==> src/rtl/stack_ctrl.sv <==
// Command controller for a pair of hardware stacks: accepts PUSH/POP/PEEK/MOVE
// commands, sequences the stack strobes and returns one response per command.
module stack_ctrl (
  input  logic       clk,
  input  logic       rst_n,
  input  logic       cmd_valid,
  output logic       cmd_ready,
  input  logic [1:0] cmd_op,
  input  logic       cmd_sel,
  input  logic [7:0] cmd_data,
  output logic       rsp_valid,
  input  logic       rsp_ready,
  output logic [7:0] rsp_data,
  output logic       rsp_err,
  output logic       stack_select,
  output logic       push,
  output logic       pop,
  output logic [7:0] st_data,
  input  logic [7:0] st_q,
  input  logic [1:0] st_empty,
  input  logic [1:0] st_full,
  output logic [7:0] err_count
);

  typedef enum logic [2:0] {
    IDLE  = 3'd0,
    SEL   = 3'd1,
    EXEC  = 3'd2,
    MPUSH = 3'd3,
    RESP  = 3'd4
  } state_t;

  localparam logic [1:0] OP_PUSH = 2'b00;
  localparam logic [1:0] OP_POP  = 2'b01;
  localparam logic [1:0] OP_PEEK = 2'b10;
  localparam logic [1:0] OP_MOVE = 2'b11;

  state_t     state;
  state_t     state_next;
  logic [1:0] op_q;
  logic       sel_q;
  logic [7:0] data_q;
  logic       exec_ok;
  logic       accept;

  assign accept = cmd_valid && cmd_ready;

  // Whether the latched command can proceed, judged on the stacks' own flags.
  always_comb begin
    exec_ok = 1'b0;
    case (op_q)
      OP_PUSH: exec_ok = !st_full[sel_q];
      OP_POP:  exec_ok = !st_empty[sel_q];
      OP_PEEK: exec_ok = !st_empty[sel_q];
      OP_MOVE: exec_ok = !st_empty[sel_q] && !st_full[~sel_q];
      default: exec_ok = 1'b0;
    endcase
  end

  always_ff @(posedge clk or negedge rst_n) begin
    if (!rst_n) state <= IDLE;
    else        state <= state_next;
  end

  always_comb begin
    state_next = state;
    case (state)
      IDLE:    if (cmd_valid) state_next = SEL;
      SEL:     state_next = EXEC;
      EXEC:    state_next = (op_q == OP_MOVE && exec_ok) ? MPUSH : RESP;
      MPUSH:   state_next = RESP;
      RESP:    if (rsp_ready) state_next = IDLE;
      default: state_next = IDLE;
    endcase
  end

  // Strobes depend only on state, latched fields and stack flags.
  always_comb begin
    cmd_ready = 1'b0;
    rsp_valid = 1'b0;
    push      = 1'b0;
    pop       = 1'b0;
    st_data   = 8'h00;
    case (state)
      IDLE: cmd_ready = 1'b1;
      EXEC: begin
        if (exec_ok) begin
          if (op_q == OP_PUSH) begin
            push    = 1'b1;
            st_data = data_q;
          end
          if (op_q == OP_POP || op_q == OP_MOVE) pop = 1'b1;
        end
      end
      MPUSH: begin
        push    = 1'b1;
        st_data = rsp_data;
      end
      RESP: rsp_valid = 1'b1;
      default: ;
    endcase
  end

  // MOVE parks the popped byte in rsp_data so MPUSH can replay it.
  always_ff @(posedge clk or negedge rst_n) begin
    if (!rst_n) begin
      op_q         <= 2'b00;
      sel_q        <= 1'b0;
      data_q       <= 8'h00;
      stack_select <= 1'b0;
      rsp_data     <= 8'h00;
      rsp_err      <= 1'b0;
      err_count    <= 8'h00;
    end else begin
      if (state == IDLE && accept) begin
        op_q         <= cmd_op;
        sel_q        <= cmd_sel;
        data_q       <= cmd_data;
        stack_select <= cmd_sel;
      end
      if (state == EXEC) begin
        if (exec_ok) begin
          rsp_err  <= 1'b0;
          rsp_data <= (op_q == OP_PUSH) ? data_q : st_q;
          if (op_q == OP_MOVE) stack_select <= ~sel_q;
        end else begin
          rsp_err  <= 1'b1;
          rsp_data <= 8'h00;
          if (err_count != 8'hFF) err_count <= err_count + 8'd1;
        end
      end
    end
  end

endmodule

==> config.mk <==
export PLATFORM = sky130hd
export DESIGN_NAME = stack_ctrl
export DESIGN_NICKNAME = d
export VERILOG_FILES = /design/src/rtl/stack_ctrl.sv
export SDC_FILE = /design/constraint.sdc
export NUM_CORES = 1
export LEC_CHECK = 0
export CAP_MARGIN = 20
export CORE_MARGIN = 4
export CORE_UTILIZATION = 45
export CTS_BUF_LIST = sky130_fd_sc_hd__clkbuf_16
export DETAILED_ROUTE_END_ITERATION = 10
export GPL_ROUTABILITY_DRIVEN = 0
export GPL_TIMING_DRIVEN = 0
export PLACE_DENSITY = 0.79
export SLEW_MARGIN = 20
export SYNTH_ARGS = -nofsm -noshare
export SYNTH_HDL_FRONTEND = slang
export SYNTH_SLANG_ARGS = --single-unit
==> constraint.sdc <==
create_clock -name clk -period 4 [get_ports clk]
set_clock_uncertainty 0.2 [all_clocks]
set_input_delay 1.2 -clock clk [delete_from_list [all_inputs] [get_ports clk]]
set_output_delay 1.2 -clock clk [all_outputs]
set_load 0.01 [all_outputs]
==> results of run 1 <==
[layer usage]
| metal | GRT usage, % | vias to the layer above | wire (um) |
|---|---|---|---|
| li1 | - | 692 | - |
| met1 | 25.0 | 709 | 1920 |
| met2 | 30.4 | 69 | 2150 |
| met3 | 5.94 | 5 | 306 |
| met4 | 4.56 | 0 | 51 |
| met5 | 0 | - | 0 |
[critical path, cell delays in order]
cell                       delay, ns
sky130_fd_sc_hd__clkbuf_2       0.10
sky130_fd_sc_hd__mux2i_1        0.18
sky130_fd_sc_hd__nand2_2        0.10
sky130_fd_sc_hd__and3_4         0.21
sky130_fd_sc_hd__nor4b_4        0.34
sky130_fd_sc_hd__buf_2          0.20
sky130_fd_sc_hd__a22o_1         0.13
sky130_fd_sc_hd__buf_2          0.13
[stage by stage]
step | power (mW) | std cells | instance area, sq um
floorplan | 1.13 | 151 | 1680
global placement | 1.46 | 253 | 2300
finish | 1.95 | 274 | 2520
detailed placement | 1.50 | 253 | 2300
global route | 2.08 | 274 | 2520
CTS | 1.92 | 270 | 2510
[worst min path at each step]
stage                                from               endpoint  cells after the start  slack, ns
finish                rsp_err$_DFFE_PN0P_    rsp_err$_DFFE_PN0P_                      1       0.29
global route          rsp_err$_DFFE_PN0P_    rsp_err$_DFFE_PN0P_                      1       0.31
CTS                   rsp_err$_DFFE_PN0P_    rsp_err$_DFFE_PN0P_                      1       0.29
detailed placement    rsp_err$_DFFE_PN0P_    rsp_err$_DFFE_PN0P_                      1       0.28
global placement      rsp_err$_DFFE_PN0P_    rsp_err$_DFFE_PN0P_                      1       0.27
floorplan           data_q[0]$_DFFE_PN0N_  data_q[0]$_DFFE_PN0N_                      1       0.30
[cell type report]
| cell class | count | area (sq um) |
|---|---|---|
| Fill cell | 257 | 950 |
| Multi-Input combinational cell | 109 | 871 |
| Timing Repair Buffer | 69 | 609 |
| Buffer | 5 | 25.0 |
| Sequential cell | 32 | 801 |
| Tap cell | 46 | 57.6 |
| Clock inverter | 3 | 11.3 |
| Inverter | 5 | 18.8 |
| Clock buffer | 5 | 125 |
[registers in the layout (all words and copies together) (netlist names)]
register / flops
op_q: 2
data_q: 8
rsp_err: 1
sel_q: 1
rsp_data: 8
err_count: 8
state: 3
stack_select: 1
[report_power, final]
group          internal (mW)  total, mW  switching, mW
Combinational          0.517      0.982          0.464
Clock                  0.223      0.347          0.124
Sequential             0.478      0.619          0.141
[kinds of logic (layout without fill, tap and decap cells)]
kind of cell	after synthesis	count (layout)	share of synthesized area, %
multiplexers	22	22	13.8
flip-flops	32	32	47.5
XOR/XNOR	5	5	2.60
buffers and inverters	10	87	2.60
AO/OA/AOI/OAI	27	27	11.5
AND/OR/NAND/NOR	50	50	18.2
adder cells (fa/ha/maj)	5	5	3.71
[repair_timing]
action / in CTS / in global routing
cloned: 0 / 1
resized for setup: 55 / 10
pin swaps: 7 / 10
setup endpoints to repair: 10 / 10
buffers inserted: 9 / 3
[synthesized netlist by cell type, drive strengths merged, types with 2 or more instances]
cell | number | area (sq um)
nor4 | 2 | 18.8
dfrtp | 32 | 801
nand2 | 15 | 56.3
a31oi | 3 | 18.8
nand4 | 2 | 12.5
inv | 5 | 18.8
ha | 5 | 62.6
nor3 | 4 | 25.0
a22o | 8 | 70.1
xor2 | 4 | 35.0
o21ai | 12 | 63.8
mux2 | 10 | 113
nand2b | 2 | 12.5
nor2 | 10 | 37.5
buf | 4 | 21.3
mux2i | 12 | 120
and3 | 2 | 17.5
nand3 | 4 | 20.0
nor2b | 2 | 12.5
nor3b | 2 | 26.3
==> implementation parameters, run 1 <==
Parameter                              Value

Setup path
  Worst setup startpoint ... st_full[1]
  Max Fanout on Critical Path ... 4
  Endpoint of the worst register-to-register path ... err_count[7]$_DFFE_PN0P_
  Data required, critical path ... 2.60 ns
  Worst setup slack for register-to-register paths ... 1.38 ns
  Number of cells traversed by the worst register-to-register path ... 12
  Critical path destination ... st_data[3]
  Category of the critical setup timing path ... primary input to output port
  Reg-to-reg startpoint ... op_q[0]$_DFFE_PN0N_
  Crit start category ... primary input
  Nature of the critical path endpoint ... output port
  Data arrival at the endpoint of the critical path ... 2.59 ns

Clocking
  CTS max path bufs ... 2
  CTS root buf ... sky130_fd_sc_hd__clkbuf_16
  Number of buffers created by CTS ... 5
  Hold-fix buffer count after cts ... 0
  Clock tree from TritonCTS ... yes
  Clock-pin slew of the registers on the worst-case setup and hold paths ... 0.05 ns
  Clock sink count ... 32
  Source-to-sink clock delay at the later pin of the worst-skew pair ... 0.27 ns
  Deepest level of the CTS H-tree ... 2

Placement
  Setup WS pre-CTS ... -0.881 ns
  DP HPWL ... 2900 um
  Number of input and output port buffers inserted ... 56

Floorplanning
  Placement row count ... 21
  Full die area ... 4790 sq um
  Starting Density ... 48.6%
  Die width ... 69.2 um
  Placeable core area ... 3470 sq um
  Count of boundary I/O pins ... 57
  Height of the die ... 69.2 um

Synthesis
  Warnings from Yosys ... 0
  Share of flip-flops with an asynchronous set or reset after synthesis ... 100%
  Distinct cell type count of the synthesized netlist ... 38
  Seq/Total Area, Yosys ... 47.5%
  Number of flops mapped to enable cells by yosys ... 0
  Register bit count reported by yosys ... 32
  Dominant synthesized flop cell ... sky130_fd_sc_hd__dfrtp_1
  Mean instance size in the synthesized netlist ... 11.2 sq um
  Cells after Synth ... 151
  Area of the mapped netlist ... 1680 sq um
  Synthesized net count ... 183

Cells and area
  Core occupancy in the finished layout ... 72.6%
  Number of diodes ... 0
  Final net count ... 259
  Signed area change from the synthesized netlist to the final layout ... 49.6%
  Ratio of cells with drive above 1 in the final layout ... 25.4%
  Most common cell after layout, fill and taps aside ... sky130_fd_sc_hd__clkdlybuf4s50_1
  Most frequent cells in the layout ... sky130_fd_sc_hd__clkdlybuf4s50_1 (41), sky130_fd_sc_hd__dfrtp_1 (32), sky130_fd_sc_hd__buf_2 (13), sky130_fd_sc_hd__nand2_1 (13), sky130_fd_sc_hd__mux2i_1 (12)

Route
  Routed wirelength normalized by instance count ... 16.1 um
  Per-cell via count in the routed design ... 5.38
  Overall routed net length ... 4430 um
  First-pass detailed-route iteration total ... 4
  Via Count ... 1475
  Number of violations reported at the end of detailed-routing iteration 0 ... 81
  Residual antenna-violating net count after detailed routing ... 0
  DRC violation count after routing ... 0

Pwr
  Power density normalized to cell area ... 773 nW/um^2
  Static leakage ... 1.14 nW
  Peak ir drop on the vdd network ... 0.000506 V

Worst hold path
  Worst hold path class ... flop to flop

STA
  Total count of max-transition violations in the final report ... 0
  Worst Setup Slack, final ... 0.00710 ns
  Fin Setup TNS ... 0 ns
  Smallest hold slack ... 0.290 ns
  Fmax ... 0.250 GHz
  Hold Vio Cnt, Final ... 0
  Final critical-path share of the clock period ... 99.8%
  RSZ-0062 raised after global routing ... yes
  Slew headroom ... 53.7%
  Transition time at the pin with the least slew margin ... 0.694 ns
  Minimum clock period after layout ... 3.99 ns
  Setup Viol. Count Final ... 0

GRT
  Global-route wire length before repair ... 7490 um
  Antenna violations before repair ... 0
  Number of global-route vias before repair ... 1493
  Total grt overflow ... 0
  Maximum number of pins on one net before global-route repair ... 33
  All-Layer GR Usage ... 18.9%

Flow run
  Max-cap violation count ... 0

Status
  Run status ... finished, final reports clean
Power figures use the tool's default switching activity.
==> inputs of run 2 (changes only) <==
==> constraint.sdc (replaced) <==
create_clock -name clk -period 4 [get_ports clk]
set_clock_uncertainty 0.2 [all_clocks]
set_input_delay 1.2 -clock clk [delete_from_list [all_inputs] [get_ports clk]]
set_output_delay 1.2 -clock clk [all_outputs]
set_load 0.1 [all_outputs]
==> implementation parameters, run 2 (synthesis gave the netlist of run 1 again) <==
Parameter                              Value

Clocking
  Number of buffers created by CTS ... 5
  Clock tree from TritonCTS ... yes
  Clock sink count ... 32
  CTS max path bufs ... 2
  CTS root buf ... sky130_fd_sc_hd__clkbuf_16
  Deepest level of the CTS H-tree ... 2
  Clock-pin slew of the registers on the worst-case setup and hold paths ... 0.05 ns
  Source-to-sink clock delay at the later pin of the worst-skew pair ... 0.27 ns

Route
  Routed wirelength normalized by instance count ... 16.4 um
  Number of violations reported at the end of detailed-routing iteration 0 ... 65
  DRC violation count after routing ... 0
  Via Count ... 1423
  Overall routed net length ... 4410 um
  First-pass detailed-route iteration total ... 4
  Residual antenna-violating net count after detailed routing ... 0
  Per-cell via count in the routed design ... 5.29

Floorplanning
  Height of the die ... 69.2 um
  Starting Density ... 48.6%
  Placeable core area ... 3470 sq um
  Die width ... 69.2 um
  Placement row count ... 21
  Count of boundary I/O pins ... 57
  Full die area ... 4790 sq um

Cells and area
  Total area of multi-input combinational cells ... 925 sq um
  Ratio of cells with drive above 1 in the final layout ... 28.7%
  Signed area change from the synthesized netlist to the final layout ... 57.9%
  Final net count ... 254
  Sequential cell area in the final layout ... 801 sq um
  Final non-filler cell area ... 2660 sq um
  Biggest registers after layout ... data_q (8), err_count (8), rsp_data (8)
  Most frequent cells in the layout ... sky130_fd_sc_hd__clkdlybuf4s50_1 (41), sky130_fd_sc_hd__dfrtp_1 (32), sky130_fd_sc_hd__nand2_1 (14)
  Number of diodes ... 0
  Most common cell after layout, fill and taps aside ... sky130_fd_sc_hd__clkdlybuf4s50_1
  Fillers ... 236

STA
  Hold Vio Cnt, Final ... 0
  Total count of max-transition violations in the final report ... 0
  Fin Setup TNS ... -0.415 ns
  Final critical-path share of the clock period ... 102%
  Transition time at the pin with the least slew margin ... 0.979 ns
  Minimum clock period after layout ... 4.07 ns
  Fmax ... 0.246 GHz
  Worst Setup Slack, final ... -0.0713 ns
  Setup Viol. Count Final ... 7
  Slew headroom ... 34.6%
  RSZ-0062 raised after global routing ... yes

Status
  Violated checks ... setup timing
  Run status ... complete, but fails checks

GRT
  Met1 track demand over resource ... 23.8%
  Number of global-route vias before repair ... 1524
  Fraction of met3 tracks used by global routing ... 4.93%
  Antenna violations before repair ... 0
  Busiest layer in global routing ... met2
  Global-route wire length before repair ... 7450 um
  All-Layer GR Usage ... 19.5%
  Met2 track utilization from global routing ... 32.3%
  Maximum number of pins on one net before global-route repair ... 33
  Total grt overflow ... 0

Flow run
  Max-cap violation count ... 0

Setup path
  Stages on the worst setup path ... 8
  Slowest cell on the critical path ... sky130_fd_sc_hd__nor4b_4
  Number of cells traversed by the worst register-to-register path ... 7
  Data arrival at the endpoint of the critical path ... 2.67 ns
  Category of the critical setup timing path ... primary input to output port
  Worst setup startpoint ... st_full[0]
  Crit start category ... primary input
  Data required, critical path ... 2.60 ns
  Nature of the critical path endpoint ... output port
  Count of buffer and inverter cells on the critical path ... 3
  Max Fanout on Critical Path ... 5
  Ordered cell list for the critical path ... buf_6 -> and2b_1 -> o211ai_4 -> and3_4 -> nor4b_4 -> buf_4 -> a22o_4 -> buf_12
  Top delay family on crit path ... simple AND/OR/NAND/NOR gates
  Delay of the slowest cell on the worst path ... 0.34 ns
  Reg-to-reg startpoint ... op_q[0]$_DFFE_PN0N_

Placement
  DP HPWL ... 2920 um
  Number of input and output port buffers inserted ... 56
  Standard cell area after detailed placement ... 2330 sq um

Worst hold path
  Worst hold path class ... flop to flop
  Hold Crit Start ... err_count[5]$_DFFE_PN0P_
  Number of cells on the worst hold path ... 1
## run 2: cell count changes in the layout (fill, tap and decap cells not counted), sizes merged
cell and change:
inv -2, clkinv +2, buf -2, clkdlybuf4s15 +1, clkbuf -4
## run 2: path summary, 6_finish.rpt
check | slack, ns | to
worst max-delay path | -0.07 | st_data[4]
worst min-delay path | 0.30 | err_count[5]$_DFFE_PN0P_
worst max register to register | 1.69 | err_count[6]$_DFFE_PN0P_
worst min register to register | 0.30 | err_count[5]$_DFFE_PN0P_
max in group asynchronous | 2.38 | data_q[0]$_DFFE_PN0N_
min in group asynchronous | 0.77 | rsp_data[7]$_DFFE_PN0P_
## run 2: layout make-up
class	instances	share of cell area [%]
multi-input cells	109	34.8
plain buffers	5	0.941
well taps	46	2.16
inverters	5	0.706
flip-flops and latches	32	30.1
clock inverters	3	0.517
clock buffers	5	4.70
repair buffers	64	26.1
## run 2: routing by layer
metal | part of all wire, % | routed length (um) | vias to the layer above
li1 | - | - | 680
met1 | 41 | 1800 | 670
met2 | 49 | 2180 | 59
met3 | 6.6 | 289 | 14
met4 | 3.2 | 140 | 0
met5 | 0 | 0 | -
## run 2: timing repair
item / in CTS / in global routing
buffers inserted: 8 / 0
hold buffers: 0 / 0
gates resized for setup: 105 / 7
endpoints found under the setup margin: 10 / 10
pin swaps: 14 / 1
## run 2: through the flow
stage,cells,utilization [%],hold slack (ns),worst slack [ns]
floorplan,151,-,0.303,-0.121
global placement,253,67.3,0.280,-1.53
detailed placement,253,67.2,0.294,-1.52
CTS,269,75.9,0.302,-0.0108
global route,269,76.7,0.322,-0.170
finish,269,76.7,0.303,-0.0713
Power of run 2 is not shown: default switching activity piles up to over one toggle a cycle in this logic, so the estimate is an artifact.
==> inputs of run 3 (changes only) <==
Settings changed: ABC_AREA from default to 0, CAP_MARGIN 20 to 10.
==> results of run 3 <==
The final DEF is identical to that of run 2; final timing and power are the same.
Power of run 3 is left out for the same reason.
